**config.mk**
```make
export PLATFORM = sky130hd
export DESIGN_NAME = bnn_inference_sequencer_flat
export DESIGN_NICKNAME = d
export VERILOG_FILES = /design/src/rtl/bnn_pkg.sv /design/src/rtl/bnn_inference_sequencer_if.sv /design/src/rtl/bnn_xnor_popcount8.sv /design/src/rtl/bnn_inference_sequencer.sv /design/src/flat_wrapper.sv
export SDC_FILE = /design/constraint.sdc
export NUM_CORES = 1
export LEC_CHECK = 0
export CAP_MARGIN = 10
export CORE_MARGIN = 2
export CORE_UTILIZATION = 40
export DETAILED_ROUTE_END_ITERATION = 16
export GPL_ROUTABILITY_DRIVEN = 0
export PLACE_DENSITY_LB_ADDON = 0.12
export SLEW_MARGIN = 10
export SYNTH_ARGS = -nofsm -noshare
export SYNTH_HDL_FRONTEND = slang
export SYNTH_SLANG_ARGS = --single-unit
```
**constraint.sdc**
```tcl
create_clock -name clk -period 12.29 [get_ports clk]
set_clock_uncertainty 0.1 [all_clocks]
set_input_delay 1.229 -clock clk [delete_from_list [all_inputs] [get_ports clk]]
set_output_delay 1.229 -clock clk [all_outputs]
set_load 0.01 [all_outputs]
```
**src/rtl/bnn_pkg.sv**
```systemverilog
// Shared types and width helpers for the BNN inference sequencer.
package bnn_pkg;

    localparam int unsigned DefImgBytes = 8;
    localparam int unsigned DefNClasses = 4;

    typedef enum logic [1:0] {
        S_RECV,
        S_COMP,
        S_SEND_CLS,
        S_SEND_SCORE
    } state_e;

    // Width of a per-class XNOR-popcount total (0 .. img_bytes*8 inclusive).
    function automatic int unsigned acc_width(input int unsigned img_bytes);
        return $clog2(img_bytes * 8 + 1);
    endfunction

    // Width of the flat weight ROM address (class*img_bytes + byte).
    function automatic int unsigned addr_width(input int unsigned img_bytes,
                                               input int unsigned n_classes);
        return $clog2(img_bytes * n_classes);
    endfunction

endpackage

```
**src/rtl/bnn_inference_sequencer_if.sv**
```systemverilog
// UART-side byte handshakes of the BNN sequencer: RX with CTS, TX with ready.
interface bnn_inference_sequencer_if;

    logic       rx_valid;
    logic [7:0] rx_data;
    logic       uart_cts;
    logic       tx_valid;
    logic [7:0] tx_data;
    logic       tx_ready;

    // Sequencer side.
    modport master (
        input  rx_valid,
        input  rx_data,
        input  tx_ready,
        output uart_cts,
        output tx_valid,
        output tx_data
    );

    // UART side.
    modport slave (
        output rx_valid,
        output rx_data,
        output tx_ready,
        input  uart_cts,
        input  tx_valid,
        input  tx_data
    );

endinterface

```
**src/rtl/bnn_xnor_popcount8.sv**
```systemverilog
// Combinational XNOR-popcount of two bytes: number of matching bit positions.
module bnn_xnor_popcount8 (
    input  logic [7:0] a_i,
    input  logic [7:0] b_i,
    output logic [3:0] cnt_o
);

    logic [7:0] match;

    // Count bit positions where the operands agree.
    always_comb begin
        match = ~(a_i ^ b_i);
        cnt_o = '0;
        for (int i = 0; i < 8; i++) begin
            cnt_o = cnt_o + {3'b000, match[i]};
        end
    end

endmodule

```
**src/rtl/bnn_inference_sequencer.sv**
```systemverilog
// Receives an image over UART, scores it against every class in the weight
// ROM with XNOR-popcount, and sends back (winning class, score).
module bnn_inference_sequencer
    import bnn_pkg::*;
#(
    parameter int unsigned IMG_BYTES = DefImgBytes,
    parameter int unsigned N_CLASSES = DefNClasses,
    localparam int unsigned AddrW    = addr_width(IMG_BYTES, N_CLASSES)
) (
    input  logic                        clk,
    input  logic                        rst,
    bnn_inference_sequencer_if.master   uart,
    output logic [AddrW-1:0]            w_addr_o,
    input  logic [7:0]                  w_data_i,
    output logic                        busy_o,
    output logic                        err_overrun_o
);

    localparam int unsigned AccW = acc_width(IMG_BYTES);
    localparam int unsigned NumW = IMG_BYTES * N_CLASSES;
    localparam int unsigned KW   = $clog2(NumW + 1);
    localparam int unsigned BW   = $clog2(IMG_BYTES + 1);
    localparam int unsigned CW   = $clog2(N_CLASSES + 1);

    localparam logic [BW-1:0] LastByte = BW'(IMG_BYTES - 1);
    localparam logic [KW-1:0] LastK    = KW'(NumW);

    state_e                 state_q, state_d;
    logic [BW-1:0]          byte_cnt_q, byte_cnt_d;
    logic [CW-1:0]          class_cnt_q, class_cnt_d;
    logic [KW-1:0]          k_q, k_d;
    logic [AccW-1:0]        acc_q, acc_d;
    logic [AccW-1:0]        best_score_q, best_score_d;
    logic [CW-1:0]          best_cls_q, best_cls_d;
    logic [IMG_BYTES*8-1:0] img_q, img_d;
    logic                   err_q, err_d;

    logic [7:0]             img_byte;
    logic [3:0]             pc;
    logic [AccW-1:0]        total;
    logic                   cts;
    logic                   tx_valid;
    logic [7:0]             tx_data;
    logic [AddrW-1:0]       w_addr;

    // byte_cnt tracks the byte whose weight is arriving this cycle during COMP.
    assign img_byte = img_q[int'(byte_cnt_q) * 8 +: 8];

    bnn_xnor_popcount8 u_popcount (
        .a_i   (img_byte),
        .b_i   (w_data_i),
        .cnt_o (pc)
    );

    assign total = acc_q + AccW'(pc);

    // Next-state, datapath updates and handshake outputs.
    always_comb begin
        state_d      = state_q;
        byte_cnt_d   = byte_cnt_q;
        class_cnt_d  = class_cnt_q;
        k_d          = k_q;
        acc_d        = acc_q;
        best_score_d = best_score_q;
        best_cls_d   = best_cls_q;
        img_d        = img_q;
        err_d        = err_q;
        cts          = 1'b0;
        tx_valid     = 1'b0;
        tx_data      = 8'h00;
        w_addr       = '0;

        unique case (state_q)
            S_RECV: begin
                cts = 1'b1;
                if (uart.rx_valid) begin
                    img_d[int'(byte_cnt_q) * 8 +: 8] = uart.rx_data;
                    if (byte_cnt_q == LastByte) begin
                        byte_cnt_d   = '0;
                        class_cnt_d  = '0;
                        k_d          = '0;
                        acc_d        = '0;
                        best_score_d = '0;
                        best_cls_d   = '0;
                        state_d      = S_COMP;
                    end else begin
                        byte_cnt_d = byte_cnt_q + BW'(1);
                    end
                end
            end
            S_COMP: begin
                if (k_q != LastK) begin
                    w_addr = k_q[AddrW-1:0];
                end
                // ROM data lags the address by one cycle, so k=0 has nothing to add.
                if (k_q != '0) begin
                    if (byte_cnt_q == LastByte) begin
                        if (total > best_score_q) begin
                            best_score_d = total;
                            best_cls_d   = class_cnt_q;
                        end
                        acc_d       = '0;
                        byte_cnt_d  = '0;
                        class_cnt_d = class_cnt_q + CW'(1);
                    end else begin
                        acc_d      = total;
                        byte_cnt_d = byte_cnt_q + BW'(1);
                    end
                end
                if (k_q == LastK) begin
                    k_d     = '0;
                    state_d = S_SEND_CLS;
                end else begin
                    k_d = k_q + KW'(1);
                end
            end
            S_SEND_CLS: begin
                tx_valid = 1'b1;
                tx_data  = 8'(best_cls_q);
                if (uart.tx_ready) begin
                    state_d = S_SEND_SCORE;
                end
            end
            S_SEND_SCORE: begin
                tx_valid = 1'b1;
                tx_data  = 8'(best_score_q);
                if (uart.tx_ready) begin
                    state_d = S_RECV;
                end
            end
            default: state_d = S_RECV;
        endcase

        // A byte offered while CTS is low is dropped and flagged.
        if (uart.rx_valid && !cts) begin
            err_d = 1'b1;
        end
    end

    // State and datapath registers with synchronous reset.
    always_ff @(posedge clk) begin
        if (rst) begin
            state_q      <= S_RECV;
            byte_cnt_q   <= '0;
            class_cnt_q  <= '0;
            k_q          <= '0;
            acc_q        <= '0;
            best_score_q <= '0;
            best_cls_q   <= '0;
            img_q        <= '0;
            err_q        <= 1'b0;
        end else begin
            state_q      <= state_d;
            byte_cnt_q   <= byte_cnt_d;
            class_cnt_q  <= class_cnt_d;
            k_q          <= k_d;
            acc_q        <= acc_d;
            best_score_q <= best_score_d;
            best_cls_q   <= best_cls_d;
            img_q        <= img_d;
            err_q        <= err_d;
        end
    end

    assign uart.uart_cts = cts;
    assign uart.tx_valid = tx_valid;
    assign uart.tx_data  = tx_data;
    assign w_addr_o      = w_addr;
    assign busy_o        = (state_q != S_RECV);
    assign err_overrun_o = err_q;

endmodule

```
**src/flat_wrapper.sv**
```systemverilog
// flat-port wrapper written by rule: the top's interface ports become plain ports
module bnn_inference_sequencer_flat import bnn_pkg::*;
#(
    parameter int unsigned IMG_BYTES = DefImgBytes,
    parameter int unsigned N_CLASSES = DefNClasses,
    localparam int unsigned AddrW    = addr_width(IMG_BYTES, N_CLASSES)
)
  (clk, rst, w_addr_o, w_data_i, busy_o, err_overrun_o, uart_rx_valid, uart_rx_data, uart_tx_ready, uart_uart_cts, uart_tx_valid, uart_tx_data);
  bnn_inference_sequencer_if uart_i ();
  input  logic clk;
  input  logic rst;
  output logic [AddrW-1:0] w_addr_o;
  input  logic [7:0] w_data_i;
  output logic busy_o;
  output logic err_overrun_o;
  input wire logic [$bits(uart_i.rx_valid)-1:0] uart_rx_valid;
  input wire logic [$bits(uart_i.rx_data)-1:0] uart_rx_data;
  input wire logic [$bits(uart_i.tx_ready)-1:0] uart_tx_ready;
  output wire logic [$bits(uart_i.uart_cts)-1:0] uart_uart_cts;
  output wire logic [$bits(uart_i.tx_valid)-1:0] uart_tx_valid;
  output wire logic [$bits(uart_i.tx_data)-1:0] uart_tx_data;
  assign uart_i.rx_valid = uart_rx_valid;
  assign uart_i.rx_data = uart_rx_data;
  assign uart_i.tx_ready = uart_tx_ready;
  assign uart_uart_cts = uart_i.uart_cts;
  assign uart_tx_valid = uart_i.tx_valid;
  assign uart_tx_data = uart_i.tx_data;
  bnn_inference_sequencer #(.IMG_BYTES(IMG_BYTES), .N_CLASSES(N_CLASSES)) u_core (.clk(clk), .rst(rst), .uart(uart_i), .w_addr_o(w_addr_o), .w_data_i(w_data_i), .busy_o(busy_o), .err_overrun_o(err_overrun_o));
endmodule
```
==> reports/metrics.yaml, run 1 <==
run_status:
  status: "completed"
clocking:
  clock_path_buffers: 2
  cts_root_buf: "clkbuf_16"
  postCtsSetupBuffers: 0
  cts_hold_buf: 0
  cts_tree: "done"
  insertion_delay_ns: 0.35
  cts_sinks: 97
  htree_levels: 3
  numCtsBuffers: 9
  ctsResizeCount: 0
  clkTransAtPathRegs_ns: 0.07
final_layout:
  multi_input_area_mm2: 0.003182
  layout-drive-gt1-share_pct: 8.399
  final_core_util_pct: 46.16
  register_area_mm2: 0.001942
  layout_common_cells: "nand2_1, dfxtp_1, a21oi_1, nand3_1, clkdlybuf4s50_1"
  antenna_cells: 0
  fillers: 1329
  fin_nets: 677
  synthToLayoutAreaGrowth_pct: 12.97
  final_common_cell: "nand2_1"
sta:
  setup_tns_ns: 0
  drv_slew: 0
  slew_headroom_pct: 23.39
  worst_slew_pin_slew_ns: 1.147
  setup_viol: 0
  fin_crit_ns: 7.054
  hold_viol: 0
  rsz0062_at_grt: "no"
  setup_ws_ns: 5.236
  fmax_mhz: 141.8
  finalCritPeriodShare_pct: 57.39
synth:
  synth_compound_area_share_pct: 14.34
  yosys_warnings: 0
  synthSimpleGateAreaFrac_pct: 21.80
  syn-num-nets: 670
  synth_fa_ha_area_share_pct: 7.861
  synth.distinct_cells: 60
  synth_xor_area_share_pct: 2.751
  synth.area.mux_share_pct: 11.84
  synth_edf_count: 0
  synthCells: 619
  avgSynthCellArea_um2: 8.742
  ys_ff_latch: 97
  ys.flop_type: "dfxtp_1"
  netlist_area_mm2: 0.005411
  async_flop_share_pct: 0
  synth_top_family_by_area: "simple AND/OR/NAND/NOR gates"
  yosysSeqAreaShare_pct: 35.88
global_route:
  first_global_vias: 4309
  grt_use_total_pct: 20.21
  grtUsageMet3_pct: 3.821
  grt_max_degree: 67
  antenna_found_initial: 0
  use_met1_pct: 26.07
  grt_overflow_total: 0
  grt_pass1_wl_um: 22620
  top_usage_layer: "met2"
  grtUsageMet2_pct: 34.41
floorplan:
  ios: 37
  core_area_mm2: 0.01324
  dieArea_mm2: 0.01447
  initial_utilization_pct: 40.86
  row_count: 42
  die_x_um: 120.3
  die_h_um: 120.3
placement:
  dp_slack_ns: 5.101
  hpwl_um: 9456
  portBuffers: 35
power_and_ir_drop:
  leakagePower_uw: 0.002270
  switching_share_pct: 32.88
  seqPwrFrac_pct: 38.0
  power.net_switching_uw: 279.7
  clockPowerShare_pct: 33.8
  peakVddDrop_uv: 70.62
  p_comb_share_pct: 28.3
  powerDensity_mw_per_mm2: 139.2
  intPower_uw: 571.0
critical_path:
  worstSetupStartpointType: "flip-flop"
  cp_max_fo: 29
  slowest_stage: "o311ai_2"
  r2r_cells: 18
  reg2reg_from: "u_core.byte_cnt_q[0]"
  critPathRequiredTime_ns: 12.47
  path_cells: "buf_4 > mux4_2 > a22oi_1 > xnor2_1 > fa_1 > fa_1 > inv_1 > fa_1 > fa_1 > fa_1 > a211oi_1 > nor4_1 > or2_2 > ha_1 > and4_1 > a21boi_0 > o311ai_2 > mux2i_1"
  path_class: "flip-flop to flip-flop"
  path_delay_family: "adder cells"
  slowest_delay_ns: 0.97
  endpoint_kind: "flip-flop"
  r2r_end: "u_core.best_cls_q[1]"
  worst-r2r-setup-slack_ns: 5.24
  crit_top_cell: "fa_1"
  cp.buffers_inverters: 2
  cp.arrival_ns: 7.23
detailed_routing:
  drt_iter0_drc: 261
  wire_per_inst_um: 17.26
  num_vias: 4462
  detail-route-antenna-nets: 0
  drcViolationCount: 0
  routed_wl_um: 13930
  first_pass_iters: 4
  viasPerCell: 5.529
min_path:
  hold-path-cell-count: 2
  min_from: "u_core.img_q[55]"
  hp-class: "flip-flop to flip-flop"
  min_delay_worst_endpoint: "u_core.img_q[55]"
job:
  maxCapViolCount: 0
-- per-layer routing --
| metal | part of all wire [%] | vias to the layer above | wire length, µm |
|---|---|---|---|
| met4 | 1.5 | 0 | 204 |
| met5 | 0 | - | 0 |
| met1 | 44 | 2168 | 6193 |
| met2 | 49 | 107 | 6870 |
| li1 | - | 2173 | - |
| met3 | 4.7 | 14 | 660 |
-- power groups by stage --
stage	Combinational, µW	Clock [µW]	Sequential, µW
2_1_floorplan	182	0	331
6_report	240	287	323
4_1_cts	242	293	323
5_1_grt	268	306	324
3_5_place_dp	240	0	330
3_3_place_gp	240	0	330
-- how the worst max path moves through the flow --
| stage | cells past startpoint | slack, ns | startpoint | to |
|---|---|---|---|---|
| detailed placement | 16 | 5.10 | w_data_i[3] | u_core.best_cls_q[1] |
| global placement | 16 | 5.21 | w_data_i[1] | u_core.best_score_q[3] |
| floorplan | 20 | 6.05 | u_core.byte_cnt_q[0] | u_core.best_cls_q[0] |
| CTS | 18 | 5.19 | u_core.byte_cnt_q[0] | u_core.best_cls_q[1] |
| finish | 18 | 5.24 | u_core.byte_cnt_q[0] | u_core.best_cls_q[1] |
| global route | 18 | 4.89 | u_core.byte_cnt_q[0] | u_core.best_score_q[6] |
-- synthesized netlist by cell type, types with 13 or more instances --
cell	instances	area share [%]
nand2_1	106	7.4
dfxtp_1	97	36
a21oi_1	68	6.3
nand3_1	65	6.0
clkbuf_1	28	1.9
mux2i_1	28	5.2
ha_1	26	6.0
inv_1	24	1.7
mux4_2	16	6.7
o21ai_0	16	1.5
and2_1	13	1.5
nor2_1	13	0.90
-- tightest hold or removal path, delay by kind of cell, from the launching register on --
kind | cells | cell delay (ns)
and+or+nand+nor | 1 | 0.05
AOI/OAI and AO/OA | 1 | 0.05
DFF | 1 | 0.31
-- state kept, by name (all words and copies together) (netlist names), 2 cells and up --
name / flops
u_core.byte_cnt_q: 4
u_core.state_q: 2
u_core.img_q: 64
u_core.best_score_q: 7
u_core.acc_q: 7
u_core.best_cls_q: 3
u_core.k_q: 6
u_core.class_cnt_q: 3
-- stage by stage --
| step | hold slack, ns | total power (µW) | cells | cell area (µm²) |
|---|---|---|---|---|
| 3_3_place_gp | 0.3399 | 569.7 | 791 | 5817 |
| 2_1_floorplan | 0.3331 | 513.4 | 619 | 5411 |
| 6_report | 0.3526 | 850.8 | 807 | 6113 |
| 3_5_place_dp | 0.3433 | 570.6 | 791 | 5817 |
| 4_1_cts | 0.3525 | 857.6 | 807 | 6113 |
| 5_1_grt | 0.3743 | 896.9 | 807 | 6113 |
-- cell families (layout without fill, tap and decap cells) --
family / count (synthesis) / count (layout)
other: 1 / 1
AO/OA/AOI/OAI: 120 / 120
flip-flops: 97 / 97
XOR/XNOR: 17 / 17
buffers and inverters: 68 / 80
AND/OR/NAND/NOR: 241 / 241
multiplexers: 44 / 44
adder cells (fa/ha/maj): 31 / 31
-- final cells by class --
class                      instances  area share [%]
clock buffer                      11           3.971
inverter                          24           1.474
sequential                        97           31.76
tap                              176           3.602
timing repair buffer              40           6.263
clock inverter                     5          0.8801
multi-input combinational        454           52.05
Power figures use the tool's default switching activity.
==> inputs of run 2 (changes only) <==
Clock period 12.29 ns to 6.98 ns, I/O delays scaled along.
==> reports/metrics.yaml, run 2 (synthesis gave the netlist of run 1 again) <==
run_status:
  status: "completed"
power_and_ir_drop:
  peakVddDrop_uv: 128.5  # +82%
  clockPowerShare_pct: 34.0  # +0.2 points
  switching_share_pct: 33.35  # +0.47 points
  power_uw: 1517  # +78%
  seqPwrFrac_pct: 38.4  # +0.4 points
  powerDensity_mw_per_mm2: 246.9  # +77%
  power.net_switching_uw: 505.8  # +81%
  p_comb_share_pct: 27.7  # -0.6 points
  leakagePower_uw: 0.002281  # +0.48%
  intPower_uw: 1011  # +77%
sta:
  finalCritPeriodShare_pct: 92.77  # +35 points
  rsz0062_at_grt: "no"
  setup_viol: 0  # unchanged
  slew_headroom_pct: 41.59  # +18 points
  worst_slew_pin_slew_ns: 0.8690  # -0.2784 ns
  hold_viol: 0  # unchanged
  drv_slew: 0  # unchanged
  setup_tns_ns: 0  # unchanged
  fmax_mhz: 154.4  # +8.9%
  hold_ws_ns: 0.3521  # -0.0005390 ns
  setup_ws_ns: 0.5043  # -4.732 ns
  fin_crit_ns: 6.476  # -0.5781 ns
clocking:
  htree_levels: 3  # unchanged
  clock_path_buffers: 2  # unchanged
  ctsResizeCount: 0  # unchanged
  cts_hold_buf: 0  # unchanged
  cts_tree: "done"
  postCtsSetupBuffers: 0  # unchanged
  insertion_delay_ns: 0.36  # about the same
  cts_root_buf: "clkbuf_16"
  clkTransAtPathRegs_ns: 0.07  # about the same
  cts_sinks: 97  # unchanged
  numCtsBuffers: 9  # unchanged
floorplan:
  ios: 37  # unchanged
  initial_utilization_pct: 40.86  # unchanged
  row_count: 42  # unchanged
  die_x_um: 120.3  # unchanged
  core_area_mm2: 0.01324  # unchanged
  die_h_um: 120.3  # unchanged
  dieArea_mm2: 0.01447  # unchanged
final_layout:
  antenna_cells: 0  # unchanged
  layout-drive-gt1-share_pct: 9.005  # +0.61 points
  largest_reg_flops: 64  # unchanged
  synthToLayoutAreaGrowth_pct: 13.53
  final_common_cell: "nand2_1"
  top_register: "u_core.img_q"
  layout_common_cells: "nand2_1, dfxtp_1, a21oi_1, nand3_1, clkdlybuf4s50_1"
  fin_nets: 680  # +0.44%
  top_regs: "u_core.img_q x64, u_core.acc_q x7, u_core.best_score_q x7"
global_route:
  grt_use_total_pct: 20.40  # +0.19 points
  antenna_found_initial: 0  # unchanged
  first_global_vias: 4398  # +2.1%
  grt_overflow_total: 0  # unchanged
  grt_pass1_wl_um: 22690  # +0.31%
  grt_max_degree: 67  # unchanged
detailed_routing:
  routed_wl_um: 14310  # +2.8%
  drt_iter0_drc: 222  # -15%
  wire_per_inst_um: 17.69  # +2.5%
  viasPerCell: 5.477  # -0.94%
  detail-route-antenna-nets: 0  # unchanged
  num_vias: 4431  # -0.69%
  drcViolationCount: 0  # unchanged
  first_pass_iters: 4  # unchanged
critical_path:
  cp_max_fo: 10  # -66%
  endpoint_kind: "flip-flop"
  critPathRequiredTime_ns: 7.16  # -5.31 ns
  cp.arrival_ns: 6.66  # -0.57 ns
  path_class: "flip-flop to flip-flop"
  worstSetupStartpointType: "flip-flop"
job:
  maxCapViolCount: 0  # unchanged
placement:
  dp_slack_ns: 0.2776  # -4.823 ns
  hpwl_um: 10080  # +6.6%
  portBuffers: 35  # unchanged
min_path:
  hp-class: "flip-flop to flip-flop"
## run 2: cell count changes in the layout (fill, tap and decap cells not counted), sizes merged
| cell | change |
|---|---|
| clkbuf | -1 |
| clkinvlp | +1 |
| clkinv | -2 |
| inv | +1 |
| buf | +3 |
## run 2: layout make-up
| cell class | count | area (µm²) |
|---|---|---|
| clock buffer | 10 | 239.0 |
| clock inverter | 5 | 63.81 |
| fill | 1329 | 7099 |
| inverter | 24 | 90.09 |
| multi-input combinational | 454 | 3182 |
| sequential | 97 | 1943 |
| tap | 176 | 220.2 |
| timing repair buffer | 43 | 405.4 |
## run 2: power by group through the flow
stage | Clock (µW) | Sequential (µW) | Combinational [µW]
after floorplan | 0 | 583 | 320
after global placement | 0 | 593 | 411
after detailed placement | 0 | 594 | 419
after CTS | 527 | 581 | 421
after global routing | 547 | 584 | 461
final | 515 | 582 | 420
## run 2: through the flow
stage                     cells  cell area [µm²]  util (%)
after CTS                   809             6142     46.38
after detailed placement    794             5839     44.09
after global placement      794             5839     44.09
after floorplan             619             5411         -
final                       809             6143     46.39
after global routing        809             6143     46.39
## run 2: per-layer routing
layer  global-route usage [%]  share of wire (%)  vias to the layer above
met5                        0                  0                        -
met4                    8.576                2.7                        0
met3                    3.821                3.6                       23
met2                    36.36                 50                       88
met1                    23.97                 44                     2125
li1                         -                  -                     2195
## run 2: final timing paths
check	from	to	slack, ns	depth (start not counted)
setup / recovery	u_core.byte_cnt_q[0]	u_core.best_score_q[1]	0.50	18
hold reg to reg	u_core.img_q[53]	u_core.img_q[53]	0.35	2
setup reg to reg	u_core.byte_cnt_q[0]	u_core.best_score_q[1]	0.50	18
hold / removal	u_core.img_q[53]	u_core.img_q[53]	0.35	2
## run 2: worst max-delay path, cell delays in order, from the launching register on
cell and delay (ns):
dfxtp_2 0.53, mux4_2 0.54, a22oi_1 0.25, xnor2_1 0.13, fa_1 0.53, fa_1 0.52
inv_1 0.05, fa_1 0.51, fa_1 0.48, fa_1 0.45, a211oi_1 0.33, nor4_1 0.12
or2_2 0.28, ha_1 0.28, and4_1 0.21, a21boi_0 0.14, o311ai_2 0.49, buf_4 0.27
mux2i_1 0.20
